File: src/rtl/ram_arb.sv
// ram_arb: two-requester round-robin arbiter in front of a single-port RAM.
// After reset (or on request in IDLE) it first zeroes every RAM word, then
// serves one access at a time in three cycles: IDLE (arbitrate), ACC (drive
// the RAM, capture read data), ACK (one-cycle ack pulse to the winner).
//
// Ports
//   i_clk                 single clock, rising edge
//   i_rst_n               synchronous active-low reset
//   i_req0/1, i_we0/1     request and write-enable per requester
//   i_adr0/1, i_din0/1    address and write data per requester
//   o_ack0/1              one-cycle completion pulse per requester
//   o_rdata0/1            last read result per requester
//   i_clr                 rerun the clear sequence (taken only in IDLE)
//   o_busy                clear sequence in progress
//   o_ram_adr/din/we      RAM address, write data, write enable
//   i_ram_dout            RAM asynchronous read data for o_ram_adr
//
// State | meaning
// ------+-----------------------------------------------------------
// CLR   | walk r_cnt over every address, writing 0
// IDLE  | arbitrate between pending requests or accept a clear request
// ACC   | drive the winner's access onto the RAM, capture read data
// ACK   | pulse the winner's ack, record it as last served
module ram_arb #(
    parameter int AW = 2,
    parameter int DW = 4
) (
    input  logic          i_clk,
    input  logic          i_rst_n,
    input  logic          i_req0,
    input  logic          i_req1,
    input  logic          i_we0,
    input  logic          i_we1,
    input  logic [AW-1:0] i_adr0,
    input  logic [AW-1:0] i_adr1,
    input  logic [DW-1:0] i_din0,
    input  logic [DW-1:0] i_din1,
    output logic          o_ack0,
    output logic          o_ack1,
    output logic [DW-1:0] o_rdata0,
    output logic [DW-1:0] o_rdata1,
    input  logic          i_clr,
    output logic          o_busy,
    output logic [AW-1:0] o_ram_adr,
    output logic [DW-1:0] o_ram_din,
    output logic          o_ram_we,
    input  logic [DW-1:0] i_ram_dout
);

    localparam logic [1:0] S_CLR  = 2'd0;
    localparam logic [1:0] S_IDLE = 2'd1;
    localparam logic [1:0] S_ACC  = 2'd2;
    localparam logic [1:0] S_ACK  = 2'd3;

    logic [1:0]    r_state;
    logic [AW-1:0] r_cnt;
    logic          r_win;
    logic          r_last;
    logic [DW-1:0] r_rdata0;
    logic [DW-1:0] r_rdata1;

    logic          w_pick;
    logic          w_sel_we;
    logic [AW-1:0] w_sel_adr;
    logic [DW-1:0] w_sel_din;
    logic [AW-1:0] w_ram_adr;
    logic [DW-1:0] w_ram_din;
    logic          w_ram_we;

    // With both requests pending the one not served last wins; with a single
    // request that requester wins (i_req1 alone selects 1, i_req0 alone 0).
    always_comb begin
        w_pick = i_req1;
        if (i_req0 && i_req1) begin
            w_pick = ~r_last;
        end
    end

    assign w_sel_we  = r_win ? i_we1  : i_we0;
    assign w_sel_adr = r_win ? i_adr1 : i_adr0;
    assign w_sel_din = r_win ? i_din1 : i_din0;

    always_ff @(posedge i_clk) begin
        if (!i_rst_n) begin
            r_state  <= S_CLR;
            r_cnt    <= '0;
            r_win    <= 1'b0;
            r_last   <= 1'b1;       // last served = 1, so requester 0 is favoured
            r_rdata0 <= '0;
            r_rdata1 <= '0;
        end else begin
            case (r_state)
                S_CLR: begin
                    r_cnt <= r_cnt + 1'b1;
                    if (r_cnt == '1) begin
                        r_state <= S_IDLE;
                    end
                end
                S_IDLE: begin
                    if (i_clr) begin
                        r_state <= S_CLR;
                        r_cnt   <= '0;
                    end else if (i_req0 || i_req1) begin
                        r_win   <= w_pick;
                        r_state <= S_ACC;
                    end
                end
                S_ACC: begin
                    if (!w_sel_we) begin
                        if (r_win) begin
                            r_rdata1 <= i_ram_dout;
                        end else begin
                            r_rdata0 <= i_ram_dout;
                        end
                    end
                    r_state <= S_ACK;
                end
                default: begin
                    r_last  <= r_win;
                    r_state <= S_IDLE;
                end
            endcase
        end
    end

    always_comb begin
        w_ram_adr = '0;
        w_ram_din = '0;
        w_ram_we  = 1'b0;
        case (r_state)
            S_CLR: begin
                w_ram_adr = r_cnt;
                w_ram_we  = 1'b1;
            end
            S_ACC: begin
                w_ram_adr = w_sel_adr;
                w_ram_din = w_sel_din;
                w_ram_we  = w_sel_we;
            end
            default: begin
                w_ram_adr = '0;
            end
        endcase
    end

    // Reset is synchronous, so the RAM would still see the write strobe on the
    // edge where reset is sampled; gating with i_rst_n drops that write.
    assign o_ram_we  = w_ram_we & i_rst_n;
    assign o_ram_adr = w_ram_adr;
    assign o_ram_din = w_ram_din;

    assign o_ack0   = (r_state == S_ACK) && !r_win;
    assign o_ack1   = (r_state == S_ACK) &&  r_win;
    assign o_busy   = (r_state == S_CLR);
    assign o_rdata0 = r_rdata0;
    assign o_rdata1 = r_rdata1;

endmodule
File: config.mk
export PLATFORM = sky130hd
export DESIGN_NAME = ram_arb
export DESIGN_NICKNAME = d
export VERILOG_FILES = /design/src/rtl/ram_arb.sv
export SDC_FILE = /design/constraint.sdc
export NUM_CORES = 1
export LEC_CHECK = 0
export ABC_AREA = 0
export CORE_ASPECT_RATIO = 1.2
export CORE_MARGIN = 8
export CORE_UTILIZATION = 43
export CTS_CLUSTER_SIZE = 30
export DETAILED_ROUTE_END_ITERATION = 16
export PLACE_DENSITY = 0.95
export SLEW_MARGIN = 20
export SYNTH_ARGS = -nofsm -noshare
export SYNTH_HDL_FRONTEND = slang
export SYNTH_SLANG_ARGS = --single-unit
File: constraint.sdc
create_clock -name i_clk -period 2.25 [get_ports i_clk]
set_input_delay 0.225 -clock i_clk [delete_from_list [all_inputs] [get_ports i_clk]]
set_output_delay 0.225 -clock i_clk [all_outputs]
set_load 0.005 [all_outputs]
==> impl_metrics.py <==
metrics = {
    "synth": {
        "synth_top_cell_by_area": "dfxtp_1",
        "yosysTopAreaCellShare": 0.327,
        "synth_area_sq_um": 858,
        "synth_seq_cells": 14,
        "synth_nets": 115,
        "yosys_warnings": 0,
        "ys.flop_type": "dfxtp_1",
        "synthCells": 85,
        "synth_cell_types": 24,
        "synth-edff-count": 0,
        "async_flop_share": 0,
        "synthTopCellsByArea": "dfxtp_1 33%, mux2i_1 17%, nor2b_1 12%",
        "avgSynthCellArea_sq_um": 10.1,
        "yosysSeqAreaShare": 0.327,
    },
    "min_path": {
        "min_path_type": "reg -> reg",
    },
    "route": {
        "dr.pass1.iters": 4,
        "wirelength_mm": 2.40,
        "drcViolationCount": 0,
        "drt-initial-drc-count": 12,
        "vias": 773,
        "antenna_left": 0,
        "wl_per_cell_microns": 16.2,
        "viasPerCell": 5.22,
    },
    "global_route": {
        "grt_pass1_vias": 842,
        "antenna_found_initial": 0,
        "grt.overflow.total": 0,
        "grt_max_degree": 17,
        "grt_use_total": 0.133,
        "grt_pass1_wl_mm": 4.00,
    },
    "placement": {
        "port_buffers": 40,
        "placedCellCount": 144,
        "gp_congestion": 0.786,
        "postPlaceCellArea_sq_mm": 0.00129,
        "place_hpwl_mm": 2.01,
    },
    "worst_setup_path": {
        "required_ns": 2.03,
        "crit_fanout": 9,
        "crit_path_cell_trace": "mux2_2, a31oi_1, nor2b_1, clkdlybuf4s50_1",
        "critPathLaunchType": "register",
        "crit_type": "reg -> out",
        "cp_data_arrival_time_ns": 1.89,
        "timing.critical_path.slowest_stage_cell": "dfxtp_1",
        "worst_setup_path_end_kind": "output port",
        "critPathBufInv": 1,
        "cpLargestDelayFamily": "flip-flops",
        "slowest_delay_ns": 0.58,
    },
    "die": {
        "pin_count": 41,
        "coreArea_sq_mm": 0.00187,
        "die_w_microns": 56.8,
        "core.rowCount": 17,
        "start_util": 0.459,
        "die_y_microns": 64.9,
        "die_area_sq_mm": 0.00369,
    },
    "timing": {
        "period_minus_slack_ns": 2.12,
        "max_freq_mhz": 472,
        "hold_viol": 0,
        "tns_ns": 0,
        "worst-slew-pin-transition_ns": 0.411,
        "min_period_over_period": 0.941,
        "finClkSkew_ns": 0.00118,
        "setup_viol": 0,
        "maxSlewViolCount": 0,
        "max_slew_margin": 0.726,
        "rsz0062_at_grt": "no",
    },
    "layout": {
        "multi_input_area_sq_um": 552,
        "areaGrowthSynthToFinish_pct": 54.1,
        "final_nets": 160,
        "final_cells": 148,
        "final_util": 0.707,
        "fin_area_sq_mm": 0.00132,
        "regArea_sq_um": 280,
        "drive_gt1_frac": 0.0930,
        "nFillCells": 133,
        "diodes": 0,
    },
    "pwr": {
        "p_total_mw": 0.852,
        "power_leakage_nw": 0.530,
        "power.density_mw_per_mm2": 644,
        "peakVddDrop_uv": 504,
    },
    "clock_tree": {
        "cts-root-buf": "clkbuf_4",
        "clkTransAtPathRegs_ns": 0.09,
        "cts_tree": "done",
        "clock_latency_ns": 0.28,
        "numClockSinks": 14,
        "postCtsSetupRepairBufs": 0,
        "clockBufferDepth": 2,
        "cts_buffers": 3,
        "cts.htree.levels": 1,
        "ctsResizeCount": 0,
        "hold_buffers": 0,
    },
    "run": {
        "max_cap_violations": 0,
    },
    "status": {
        "outcome": "finished, final reports clean",
    },
}
through the flow:
step / setup slack (ns) / hold WS [ns]
final: 0.132 / 0.478
after global routing: 0.0135 / 0.513
after CTS: 0.129 / 0.480
after detailed placement: 0.403 / 0.456
after global placement: 0.419 / 0.448
after floorplan: 0.887 / 0.353
final timing paths:
| path | slack, ns | cells after the start | from | end |
|---|---|---|---|---|
| worst max-delay path | 0.13 | 4 | r_win$_SDFFE_PN0P_ | o_ram_we |
| worst min-delay path | 0.48 | 2 | r_last$_SDFFE_PN1N_ | r_last$_SDFFE_PN1N_ |
| worst max register to register | 0.69 | 5 | r_state[0]$_SDFFE_PN0P_ | o_rdata0[2]$_SDFFE_PN0P_ |
| worst min register to register | 0.48 | 2 | r_last$_SDFFE_PN1N_ | r_last$_SDFFE_PN1N_ |
sequential cells by signal (all words and copies together) (netlist names):
name / count
r_last: 1
r_win: 1
r_state: 2
o_rdata1: 4
o_rdata0: 4
r_cnt: 2
power by group:
part | total (mW) | internal [mW] | switching (mW)
registers | 0.311 | 0.275 | 0.0352
clock network | 0.184 | 0.0984 | 0.0857
logic | 0.357 | 0.208 | 0.149
total | 0.852 | 0.582 | 0.270
per-layer routing:
metal / wire length, microns / track usage / part of all wire
met2: 1190 / 0.232 / 0.50
met3: 150 / 0.0292 / 0.062
met4: 57 / 0.0706 / 0.024
met1: 1000 / 0.147 / 0.42
met5: 0 / 0 / 0
cell usage after synthesis, types with 2 or more instances:
master	number
dfxtp_1	14
mux2_2	3
ha_1	7
nand2b_1	2
nor2b_1	16
a21oi_1	2
inv_1	4
mux2i_1	15
o211ai_1	2
nand2_1	6
worst register-to-register path, delay by kind of cell, from the launching register on:
family	cells	cell delay [ns]
AND/OR/NAND/NOR	2	0.43
flip-flops	1	0.37
adder cells (fa/ha/maj)	1	0.30
multiplexers	1	0.23
buffers and inverters	1	0.12
layout make-up:
type | count | share of cell area
inverter | 4 | 0.0114
sequential | 14 | 0.212
clock buffer | 4 | 0.0274
tap | 19 | 0.0180
multi-input combinational | 65 | 0.417
timing repair buffer | 42 | 0.314
logic make-up (layout without fill, tap and decap cells):
| logic type | after synthesis | after routing | synth area share |
|---|---|---|---|
| AND/OR/NAND/NOR | 30 | 30 | 0.220 |
| flip-flops | 14 | 14 | 0.327 |
| AO/OA/AOI/OAI | 10 | 10 | 0.106 |
| adder cells (fa/ha/maj) | 7 | 7 | 0.102 |
| buffers and inverters | 6 | 50 | 0.0306 |
| multiplexers | 18 | 18 | 0.214 |
placed cells by master, fill, tap and decap left out, types with 2 or more instances in the layout:
cell / netlist / final
inv_1: 4 / 4
mux2_2: 3 / 3
nand2_1: 6 / 6
a21oi_1: 2 / 2
nor2b_1: 16 / 16
mux2i_1: 15 / 15
clkdlybuf4s50_1: 0 / 40
clkbuf_4: 0 / 3
buf_4: 1 / 2
o211ai_1: 2 / 2
dfxtp_1: 14 / 14
ha_1: 7 / 7
nand2b_1: 2 / 2
(Power assumes the default switching activity.)
